===== src/rtl/ram_access_arbiter.sv =====
// ram_access_arbiter: round-robin arbiter for the RAM write port plus a registered read path.
// Optional feature macro RAM_ARB_FWD_EN: forward the pending write to a colliding read.
module ram_access_arbiter #(
  parameter int DATA_WIDTH = 8,
  parameter int DATA_DEPTH = 128,
  parameter int ADDR_WIDTH = $clog2(DATA_DEPTH),
  parameter int CNT_WIDTH  = 16
) (
  input  logic                  clk,
  input  logic                  rst_n,
  input  logic                  wr0_valid,
  input  logic [ADDR_WIDTH-1:0] wr0_addr,
  input  logic [DATA_WIDTH-1:0] wr0_data,
  output logic                  wr0_ready,
  input  logic                  wr1_valid,
  input  logic [ADDR_WIDTH-1:0] wr1_addr,
  input  logic [DATA_WIDTH-1:0] wr1_data,
  output logic                  wr1_ready,
  input  logic                  rd_valid,
  input  logic [ADDR_WIDTH-1:0] rd_addr,
  output logic                  rd_resp_valid,
  output logic [DATA_WIDTH-1:0] rd_resp_data,
  output logic                  ram_wr_en,
  output logic [ADDR_WIDTH-1:0] ram_wr_addr,
  output logic [DATA_WIDTH-1:0] ram_wr_data,
  output logic [ADDR_WIDTH-1:0] ram_rd_addr,
  input  logic [DATA_WIDTH-1:0] ram_rd_data,
  output logic [CNT_WIDTH-1:0]  grant_cnt0,
  output logic [CNT_WIDTH-1:0]  grant_cnt1
);
  logic                  ptr;
  logic                  wr_en_q;
  logic                  rd_vld_q;
  logic [DATA_WIDTH-1:0] rd_capture;
  // Grants are suppressed during reset so a transfer in the reset cycle never happens.
  assign wr0_ready = rst_n & wr0_valid & (~wr1_valid | ~ptr);
  assign wr1_ready = rst_n & wr1_valid & (~wr0_valid | ptr);
  // Gating with rst_n stops a pending write from committing and drops an in-flight response in the reset cycle.
  assign ram_wr_en     = wr_en_q & rst_n;
  assign rd_resp_valid = rd_vld_q & rst_n;
  assign ram_rd_addr   = rd_addr;
`ifdef RAM_ARB_FWD_EN
  assign rd_capture = (ram_wr_en && ram_wr_addr == rd_addr) ? ram_wr_data : ram_rd_data;
`else
  assign rd_capture = ram_rd_data;
`endif
  // Round-robin pointer, write-port capture and saturating grant counters.
  always_ff @(posedge clk)
    if (!rst_n) begin
      ptr         <= 1'b0;
      wr_en_q     <= 1'b0;
      ram_wr_addr <= '0;
      ram_wr_data <= '0;
      grant_cnt0  <= '0;
      grant_cnt1  <= '0;
    end else begin
      wr_en_q <= wr0_ready | wr1_ready;
      if (wr0_ready) begin
        ptr         <= 1'b1;
        ram_wr_addr <= wr0_addr;
        ram_wr_data <= wr0_data;
      end else if (wr1_ready) begin
        ptr         <= 1'b0;
        ram_wr_addr <= wr1_addr;
        ram_wr_data <= wr1_data;
      end
      if (wr0_ready && grant_cnt0 != '1) grant_cnt0 <= grant_cnt0 + CNT_WIDTH'(1);
      if (wr1_ready && grant_cnt1 != '1) grant_cnt1 <= grant_cnt1 + CNT_WIDTH'(1);
    end
  // One-cycle registered read response; data holds when no read is issued.
  always_ff @(posedge clk)
    if (!rst_n) begin
      rd_vld_q     <= 1'b0;
      rd_resp_data <= '0;
    end else begin
      rd_vld_q <= rd_valid;
      if (rd_valid) rd_resp_data <= rd_capture;
    end
endmodule


===== config.mk =====
export PLATFORM = sky130hd
export DESIGN_NAME = ram_access_arbiter
export DESIGN_NICKNAME = d
export VERILOG_FILES = /design/src/rtl/ram_access_arbiter.sv
export SDC_FILE = /design/constraint.sdc
export NUM_CORES = 1
export LEC_CHECK = 0
export BUFFER_PORTS_ARGS = -buffer_cell sky130_fd_sc_hd__buf_2
export CAP_MARGIN = 10
export CORE_ASPECT_RATIO = 1.5
export CORE_UTILIZATION = 40
export CTS_CLUSTER_SIZE = 8
export DETAILED_ROUTE_END_ITERATION = 8
export GPL_TIMING_DRIVEN = 1
export HOLD_SLACK_MARGIN = 0.1
export MAX_ROUTING_LAYER = met4
export PLACE_DENSITY = 0.69
export SLEW_MARGIN = 20
export SYNTH_ARGS = -nofsm -noshare
export SYNTH_HDL_FRONTEND = slang
export SYNTH_SLANG_ARGS = --single-unit

===== constraint.sdc =====
create_clock -name clk -period 3.6 [get_ports clk]
set_input_delay 0.72 -clock clk [delete_from_list [all_inputs] [get_ports clk]]
set_output_delay 0.72 -clock clk [all_outputs]
set_load 0.01 [all_outputs]

==> impl_metrics.py, run 1 <==
metrics = {
    "status": {
        "status": "completed",
    },
    "yosys": {
        "syn-cell-area_um2": 2730,
        "ys_seq_area_share_pct": 42.5,
        "syn_nets": 359,
        "post-synth-top-area-cell": "dfxtp_1",
        "synth_area_per_cell_um2": 8.89,
        "ys_types": 42,
        "synth_commonest_cells": "dfxtp_1, mux2i_1, nand3_1",
        "yosysTopAreaCellShare_pct": 42.5,
        "async_flop_share_pct": 0,
        "ys.flop_type": "dfxtp_1",
        "synth_edf_count": 0,
        "synth-xor-area-share_pct": 0,
        "ys_seq_elements": 58,
        "yosys.area_share.simple_pct": 22.1,
        "synth_top_family_by_area": "simple AND/OR/NAND/NOR gates",
        "yosysMostFrequentCell": "dfxtp_1",
        "yosysWarnings": 0,
        "synth-compound-area-share_pct": 16.9,
        "synth-adder-area-share_pct": 0.917,
        "synthTopCellsByArea": "dfxtp_1, mux2i_1, nand3_1",
        "muxShareOfSynthArea_pct": 11.4,
        "syn_inst": 307,
    },
    "route": {
        "dr.pass1.iters": 4,
        "vias_per_cell": 5.48,
        "dr.first_iter.drc_count": 150,
        "drc_errors": 0,
        "wl_per_cell_um": 13.4,
        "drt-total-wl_um": 6350,
        "drtAntennaViolNets": 0,
        "via_count": 2603,
    },
    "sta": {
        "setup_ws_ps": 965,
        "setup_tns_ps": 0,
        "finalCritPeriodShare_pct": 73.2,
        "max_freq_ghz": 0.380,
        "finalHoldViolations": 0,
        "slew_viol_final": 0,
        "worst_pin_slew_ps": 960,
        "skew_ps": 15.9,
        "setup_viol_count_final": 0,
        "rsz0062_at_grt": "no",
        "period_needed_ps": 2630,
        "slew-limit-headroom_pct": 36.0,
    },
    "cells_and_area": {
        "areaGrowthSynthToFinish_pct": 25.3,
        "drive_gt1_share_pct": 30.8,
        "n_antenna_cell": 0,
        "fin_nets": 446,
        "fillers": 601,
        "utilization_pct": 52.3,
    },
    "clock_tree": {
        "tritoncts": "built",
        "cts_buffer_depth": 2,
        "cts_resized": 0,
        "cts_made_buffers": 9,
        "cts-root-buf": "clkbuf_8",
        "clkTransAtPathRegs_ps": 60,
        "clk-insertion-delay-late_ps": 340,
        "cts.sinks": 58,
        "post_cts_buffers": 0,
        "postCtsHoldBufs": 0,
        "htree_levels": 3,
    },
    "global_route": {
        "gr-total-overflow": 0,
        "grt_max_degree": 43,
        "antenna_found_initial": 0,
        "grt_first_pass_wirelength_um": 10400,
        "grt_use_total_pct": 18.8,
        "first_global_vias": 2384,
    },
    "floorplan": {
        "die_w_um": 69.4,
        "core_region_area_um2": 6530,
        "rows": 36,
        "die_height_um": 103,
        "io_pins": 116,
        "start_util_pct": 41.8,
        "dieArea_um2": 7160,
    },
    "worst_setup_path": {
        "r2r_slack_ps": 1440,
        "cp_max_fo": 42,
        "worstSetupPathType": "input port to output pin",
        "crit_required_ps": 2880,
        "start_kind": "input port",
        "end_kind": "output pin",
        "crit_arrival_ps": 1910,
    },
    "power_and_ir_drop": {
        "totalPowerFinal_mw": 1.38,
        "ir_worst_vdd_mv": 0.244,
        "powerDensity_nw_per_um2": 403,
        "p_leak_nw": 1.46,
    },
    "placement": {
        "dpl.hpwl_um": 4600,
        "dp_slack_ps": 872,
        "portBuffers": 101,
        "place.gp.congestion": 0.818,
    },
    "hold_path": {
        "min_path_type": "flop to flop",
    },
    "flow_run": {
        "maxCapViolCount": 0,
    },
}
[through the flow]
stage	area [µm²]	instances	hold slack, ps
after floorplan	2730	307	463
after global placement	3220	459	449
after detailed placement	3220	459	460
after CTS	3410	475	475
after global routing	3420	475	501
final	3420	475	471
[worst paths after layout]
kind / endpoint / cells past startpoint / start
max reg2reg: grant_cnt1[14] / 5 / grant_cnt1[0]
min: ram_wr_data[6] / 2 / ram_wr_data[6]
max: wr1_ready / 6 / rst_n
min reg2reg: ram_wr_data[6] / 2 / ram_wr_data[6]
[kinds of logic (layout without fill, tap and decap cells)]
kind of cell	count (synthesis)	after routing
AND/OR/NAND/NOR	110	110
AO/OA/AOI/OAI	69	69
flip-flops	58	58
buffers and inverters	37	129
multiplexers	31	31
adder cells (fa/ha/maj)	2	2
[registers in the layout, indices dropped and copies added (netlist names)]
| signal | cells |
|---|---|
| grant_cnt0 | 16 |
| grant_cnt1 | 16 |
| ram_wr_data | 8 |
| rd_resp_data | 8 |
| ram_wr_addr | 7 |
| ptr | 1 |
| rd_vld_q | 1 |
| wr_en_q | 1 |
[layout make-up]
class	count	area, µm²	area share, %
Clock buffer	11	151	4.43
Clock inverter	5	38.8	1.13
Inverter	11	41.3	1.21
Multi-Input combinational cell	212	1420	41.5
Sequential cell	58	1160	34.0
Tap cell	76	95.1	2.78
Timing Repair Buffer	102	513	15.0
[where the power goes]
| group | leakage [nW] | total [mW] | switching, mW | internal [mW] |
|---|---|---|---|---|
| Sequential | 0.474 | 0.685 | 0.0158 | 0.669 |
| Combinational | 0.905 | 0.135 | 0.0732 | 0.0615 |
| Clock | 0.0838 | 0.556 | 0.268 | 0.288 |
[cells in the final DEF (no fill, tap or decap), types with 2 or more instances in the layout]
| master | n |
|---|---|
| buf_2 | 101 |
| dfxtp_1 | 58 |
| mux2i_1 | 31 |
| nand3_1 | 26 |
| nand2_1 | 20 |
| o21ai_0 | 19 |
| nor2_1 | 12 |
| a21oi_1 | 11 |
| clkbuf_8 | 11 |
| inv_1 | 10 |
| o31ai_1 | 10 |
| or4_1 | 9 |
| nor4_1 | 6 |
| and3_1 | 5 |
| nand4_1 | 5 |
| o311ai_0 | 5 |
| nor3_1 | 5 |
| and4_1 | 5 |
| and2_1 | 4 |
| nand2b_1 | 4 |
| o41ai_1 | 4 |
| clkinvlp_4 | 4 |
| or3_1 | 3 |
| a211oi_1 | 3 |
| o211ai_1 | 2 |
| o31a_1 | 2 |
| o21a_1 | 2 |
| a21boi_0 | 2 |
| a311oi_1 | 2 |
| ha_1 | 2 |
[worst max-delay path: stages]
cell,delay (ps)
buf_2,80
buf_4,360
nand2_1,130
or2_2,400
inv_1,90
buf_2,130
[metal layers]
layer  track usage (%)  share of wire [%]
met5                 -                  0
met4              12.1                2.3
met3              3.32                4.7
met2              32.9                 51
met1              19.6                 42
No activity file was read; power rests on OpenSTA's default activity.
==> run 2, diff against run 1 <==
- ABC_AREA: default -> 1
- PLACE_DENSITY: 0.69 -> 0.67
- clock period: 3.6 -> 2.5 ns (I/O delays scaled with it)
==> run 2 against run 1 <==
  * Global-route usage up 2.3 points
  * Sequential power increased by 44%
  * Cell area grew 12%
==> impl_metrics.py, run 2 <==
metrics = {
    "power_and_ir_drop": {
        "p_int_mw": 1.70,
        "power_frac_clock_pct": 45.6,
        "p_switching_uw": 536,
        "p_comb_share_pct": 10.4,
        "sw_frac_of_total_pct": 24.0,
        "ir_worst_vdd_mv": 0.379,
        "totalPowerFinal_mw": 2.24,
        "p_leak_nw": 1.91,
        "seq_power_share_pct": 44.0,
        "powerDensity_nw_per_um2": 586,
    },
    "route": {
        "vias_per_cell": 4.73,
        "via_count": 3158,
        "wl_per_cell_um": 11.3,
        "dr.pass1.iters": 4,
        "drc_errors": 0,
        "drt-total-wl_um": 7550,
        "drtAntennaViolNets": 0,
        "dr.first_iter.drc_count": 175,
    },
    "yosys": {
        "ys_types": 26,
        "ys.flop_type": "dfxtp_1",
        "async_flop_share_pct": 0,
        "ys_seq_elements": 58,
        "syn_nets": 522,
        "yosysMostFrequentCell": "nand2_1",
        "yosysWarnings": 0,
        "post-synth-top-area-cell": "dfxtp_1",
        "syn_inst": 470,
        "synth_area_per_cell_um2": 6.53,
        "yosysTopAreaCellShare_pct": 37.8,
        "synth_commonest_cells": "nand2_1, nor2_1, dfxtp_1",
        "syn-cell-area_um2": 3070,
        "synthTopCellsByArea": "dfxtp_1, nand2_1, nor2_1",
        "ys_seq_area_share_pct": 37.8,
        "synth_edf_count": 0,
    },
    "cells_and_area": {
        "areaGrowthSynthToFinish_pct": 24.4,
        "n_antenna_cell": 0,
        "layout_commonest_cell": "nand2_1",
        "final_cell_mix": "nand2_1, buf_2, nor2_1",
        "fin_nets": 615,
        "fillers": 776,
        "reg.largest.list": "grant_cnt0: 16 flops, grant_cnt1: 16 flops",
        "drive_gt1_share_pct": 25.0,
        "multiInputGateArea_um2": 1570,
        "fin_cells": 668,
        "seq_area_um2": 1160,
        "final_area_um2": 3820,
    },
    "worst_setup_path": {
        "crit_required_ps": 2000,
        "rr_worst_depth": 7,
        "cp-endpoint": "wr0_ready",
        "worstSetupPathType": "flop to output pin",
        "critPathLaunch": "ptr",
        "r2r_end": "grant_cnt0[13]",
        "crit_arrival_ps": 1330,
        "end_kind": "output pin",
        "start_kind": "flop",
        "r2r_start": "grant_cnt0[0]",
        "cp_max_fo": 10,
        "r2r_slack_ps": 760,
    },
    "global_route": {
        "grt_first_pass_wirelength_um": 12600,
        "first_global_vias": 2913,
        "grt_use_total_pct": 21.1,
        "grt_max_degree": 35,
        "gr-total-overflow": 0,
        "antenna_found_initial": 0,
    },
    "flow_run": {
        "maxCapViolCount": 0,
    },
    "clock_tree": {
        "clk-insertion-delay-late_ps": 350,
        "post_cts_buffers": 0,
        "htree_levels": 3,
        "cts_resized": 0,
        "cts_buffer_depth": 2,
        "cts_made_buffers": 9,
        "clkTransAtPathRegs_ps": 70,
        "tritoncts": "built",
        "cts-root-buf": "clkbuf_8",
        "cts.sinks": 58,
        "postCtsHoldBufs": 0,
    },
    "floorplan": {
        "io_pins": 116,
        "core_region_area_um2": 7320,
        "die_height_um": 109,
        "rows": 38,
        "dieArea_um2": 8040,
        "die_w_um": 73.5,
        "start_util_pct": 41.9,
    },
    "placement": {
        "placed_area_um2": 3580,
        "dpl.hpwl_um": 5610,
        "portBuffers": 101,
        "place_inst": 652,
        "place.gp.congestion": 0.868,
    },
    "sta": {
        "setup_viol_count_final": 0,
        "slew-limit-headroom_pct": 72.2,
        "setup_tns_ps": 0,
        "finalHoldViolations": 0,
        "max_freq_ghz": 0.547,
        "skew_ps": 12.1,
        "finalCritPeriodShare_pct": 73.2,
        "rsz0062_at_grt": "no",
        "worst_pin_slew_ps": 416,
        "period_needed_ps": 1830,
        "slew_viol_final": 0,
    },
    "status": {
        "status": "completed",
    },
    "hold_path": {
        "min_path_type": "input port to flop",
    },
}
-- run 2: cell count changes after synthesis, sizes merged, moves of 10 or more --
cell / delta
a21oi: +11
clkbuf: -12
inv: +40
mux2i: -31
nand2: +108
nand3: +21
nor2: +95
o211ai: +13
o21ai: -12
o31ai: -10
-- run 2: power by group through the flow --
stage	clock network [mW]	registers [mW]	logic, mW
6_report	1.02	0.984	0.234
5_1_grt	1.09	0.989	0.269
4_1_cts	1.05	0.984	0.237
3_5_place_dp	0	1.00	0.237
3_3_place_gp	0	1.00	0.232
2_1_floorplan	0	1.02	0.137
-- run 2: final cells by class --
type                    count  share of cell area (%)
repair buffers            105                    14.0
multi-input cells         338                    41.1
well taps                 100                    3.28
inverters                  51                    5.01
clock inverters             4                    1.90
flip-flops and latches     58                    30.4
clock buffers              12                    4.32
-- run 2: how the worst min path moves through the flow --
stage	startpoint	end	slack [ps]	cells after the start
6_report	ram_rd_data[3]	rd_resp_data[3]	370	3
3_3_place_gp	rd_resp_data[2]	rd_resp_data[2]	480	2
2_1_floorplan	ptr	ptr	490	2
3_5_place_dp	ram_wr_data[5]	ram_wr_data[5]	480	2
5_1_grt	ram_rd_data[0]	rd_resp_data[0]	370	3
4_1_cts	ram_rd_data[3]	rd_resp_data[3]	360	3
-- run 2: per-stage QoR --
| stage | util, % | worst slack [ps] | hold slack, ps |
|---|---|---|---|
| floorplan | - | 819 | 488 |
| global placement | 48.9 | 694 | 475 |
| detailed placement | 48.9 | 630 | 481 |
| CTS | 52.2 | 640 | 356 |
| global route | 52.2 | 559 | 373 |
| finish | 52.2 | 671 | 371 |
-- run 2: layer usage --
metal	vias up	part of all wire (%)	wire length (µm)	track usage, %
li1	1661	-	-	-
met1	1401	40	3040	21.7
met2	81	53	3990	37.3
met3	15	4.7	354	4.12
met4	0	2.1	161	11.3
met5	-	0	0	-
-- run 2: logic make-up (layout without fill, tap and decap cells) --
family                   Yosys count  count (layout)  share of synthesized area, %
AO/OA/AOI/OAI                     45              45                          8.92
XOR/XNOR                           1               1                         0.285
adder cells (fa/ha/maj)            2               2                         0.815
buffers and inverters             74             172                          11.1
flip-flops                        58              58                          37.8
AND/OR/NAND/NOR                  290             290                          41.1
-- run 2: critical path, stage by stage (launching register included) --
cell	delay [ps]
dfxtp_1	320
nand2_1	140
inv_1	110
nor2_4	230
buf_2	190
==> run 3, diff against run 2 <==
- clock period: 2.5 -> 1.9 ns (I/O delays scaled with it)
==> run 3 against run 2 <==
  * Non-clock buffer count is 2 higher
  * Critical endpoint unchanged
  * First-iteration DRC count is 35% lower
  * Via count is 0.73% higher
  * Highest routed layer unchanged
  * Die area stayed put
  * Flip-flop and latch count stayed put
  * Largest power group is now sequential cells
  * Routed wire length is 1.2% lower
  * Worst hold slack worse by 95 ps
  * Clock skew is 4.5 ps lower
  * Register-to-register slack worse by 530 ps
  * Critical path type unchanged
==> impl_metrics.py, run 3 (synthesized netlist as in run 2, its figures left out) <==
metrics = {
    "sta": {
        "slew_viol_final": 0,
        "setup_ws_ps": 107,
        "max_freq_ghz": 0.558,
        "slew-limit-headroom_pct": 72.7,
        "worst_pin_slew_ps": 409,
        "rsz0062_at_grt": "no",
        "finalHoldViolations": 0,
        "period_needed_ps": 1790,
        "setup_viol_count_final": 0,
        "skew_ps": 7.58,
        "setup_tns_ps": 0,
        "finalCritPeriodShare_pct": 94.4,
    },
    "worst_setup_path": {
        "crit_arrival_ps": 1410,
        "start_kind": "flop",
        "cp_max_fo": 20,
        "worstSetupPathType": "flop to output pin",
        "crit_required_ps": 1520,
        "end_kind": "output pin",
    },
    "clock_tree": {
        "clkTransAtPathRegs_ps": 60,
        "post_cts_buffers": 0,
        "postCtsHoldBufs": 0,
        "cts_resized": 0,
        "cts_made_buffers": 9,
        "htree_levels": 3,
        "cts-root-buf": "clkbuf_8",
        "clk-insertion-delay-late_ps": 330,
        "cts.sinks": 58,
        "cts_buffer_depth": 2,
        "tritoncts": "built",
    },
    "route": {
        "drt-total-wl_um": 7460,
        "dr.pass1.iters": 4,
        "drtAntennaViolNets": 0,
        "wl_per_cell_um": 11.1,
        "via_count": 3181,
        "dr.first_iter.drc_count": 114,
        "drc_errors": 0,
        "vias_per_cell": 4.75,
    },
    "power_and_ir_drop": {
        "p_leak_nw": 1.88,
        "ir_worst_vdd_mv": 0.357,
        "powerDensity_nw_per_um2": 676,
        "totalPowerFinal_mw": 2.53,
    },
    "placement": {
        "place.gp.congestion": 0.855,
        "placed_area_um2": 3600,
        "dpl.hpwl_um": 5500,
        "portBuffers": 101,
        "dp_slack_ps": 250,
        "place_inst": 654,
    },
    "floorplan": {
        "core_region_area_um2": 7320,
        "io_pins": 116,
        "die_w_um": 73.5,
        "die_height_um": 109,
        "dieArea_um2": 8040,
        "rows": 38,
        "start_util_pct": 41.9,
    },
    "hold_path": {
        "min_path_type": "input port to flop",
    },
    "global_route": {
        "antenna_found_initial": 0,
        "first_global_vias": 2837,
        "gr-total-overflow": 0,
        "grt_first_pass_wirelength_um": 12200,
        "grt_max_degree": 32,
        "grt_use_total_pct": 19.9,
    },
    "flow_run": {
        "maxCapViolCount": 0,
    },
    "cells_and_area": {
        "drive_gt1_share_pct": 24.8,
        "n_antenna_cell": 0,
        "final_area_um2": 3750,
        "layout_commonest_cell": "nand2_1",
        "fin_nets": 617,
        "fin_cells": 669,
        "final_cell_mix": "nand2_1, buf_2, nor2_1",
        "areaGrowthSynthToFinish_pct": 22.1,
        "reg.largest.list": "grant_cnt0: 16 flops, grant_cnt1: 16 flops",
    },
    "status": {
        "status": "completed",
    },
}
==> run 3: cell types whose count changed in the layout (fill, tap and decap cells not counted) <==
cell / change
buf_4: +2
clkinv_2: +3
bufinv_16: -2
clkbuf_1: +2
clkinvlp_4: -1
clkbuf_8: -3
==> run 3: worst max-delay path, stage by stage (launching register included) <==
cell	delay, ps
dfxtp_1	320
nand2_1	140
inv_1	110
nor2_4	90
buf_4	240
buf_2	170
==> run 3: worst paths after layout <==
check | start | endpoint | slack [ps] | cells after the start
min | ram_rd_data[6] | rd_resp_data[6] | 280 | 3
max reg2reg | grant_cnt0[0] | grant_cnt0[13] | 230 | 6
max | ptr | wr0_ready | 110 | 5
min reg2reg | ram_wr_data[2] | ram_wr_data[2] | 500 | 2
==> run 3: report_power, final <==
group	total [mW]	switching, mW	internal (mW)
clock network	0.930	0.473	0.457
logic	0.309	0.179	0.130
registers	1.29	0.0273	1.27
total	2.53	0.679	1.85
==> run 3: layout make-up <==
class,instances,area [µm²]
repair buffers,107,551
well taps,100,125
clock buffers,11,131
clock inverters,4,20.0
inverters,51,191
multi-input cells,338,1570
fillers,796,3570
flip-flops and latches,58,1160
==> run 3: stage by stage <==
step	hold slack, ps	util, %
finish	276	51.2
global route	273	51.2
CTS	258	51.2
detailed placement	480	49.1
global placement	474	49.1
floorplan	488	-
==> run 3: routing by layer <==
metal  vias up  track usage (%)  wire (µm)
met2        78             33.9       3830
met3        10             3.85        321
met1      1428             21.8       3190
met5         -                -          0
li1       1665                -          -
met4         0             9.62        119
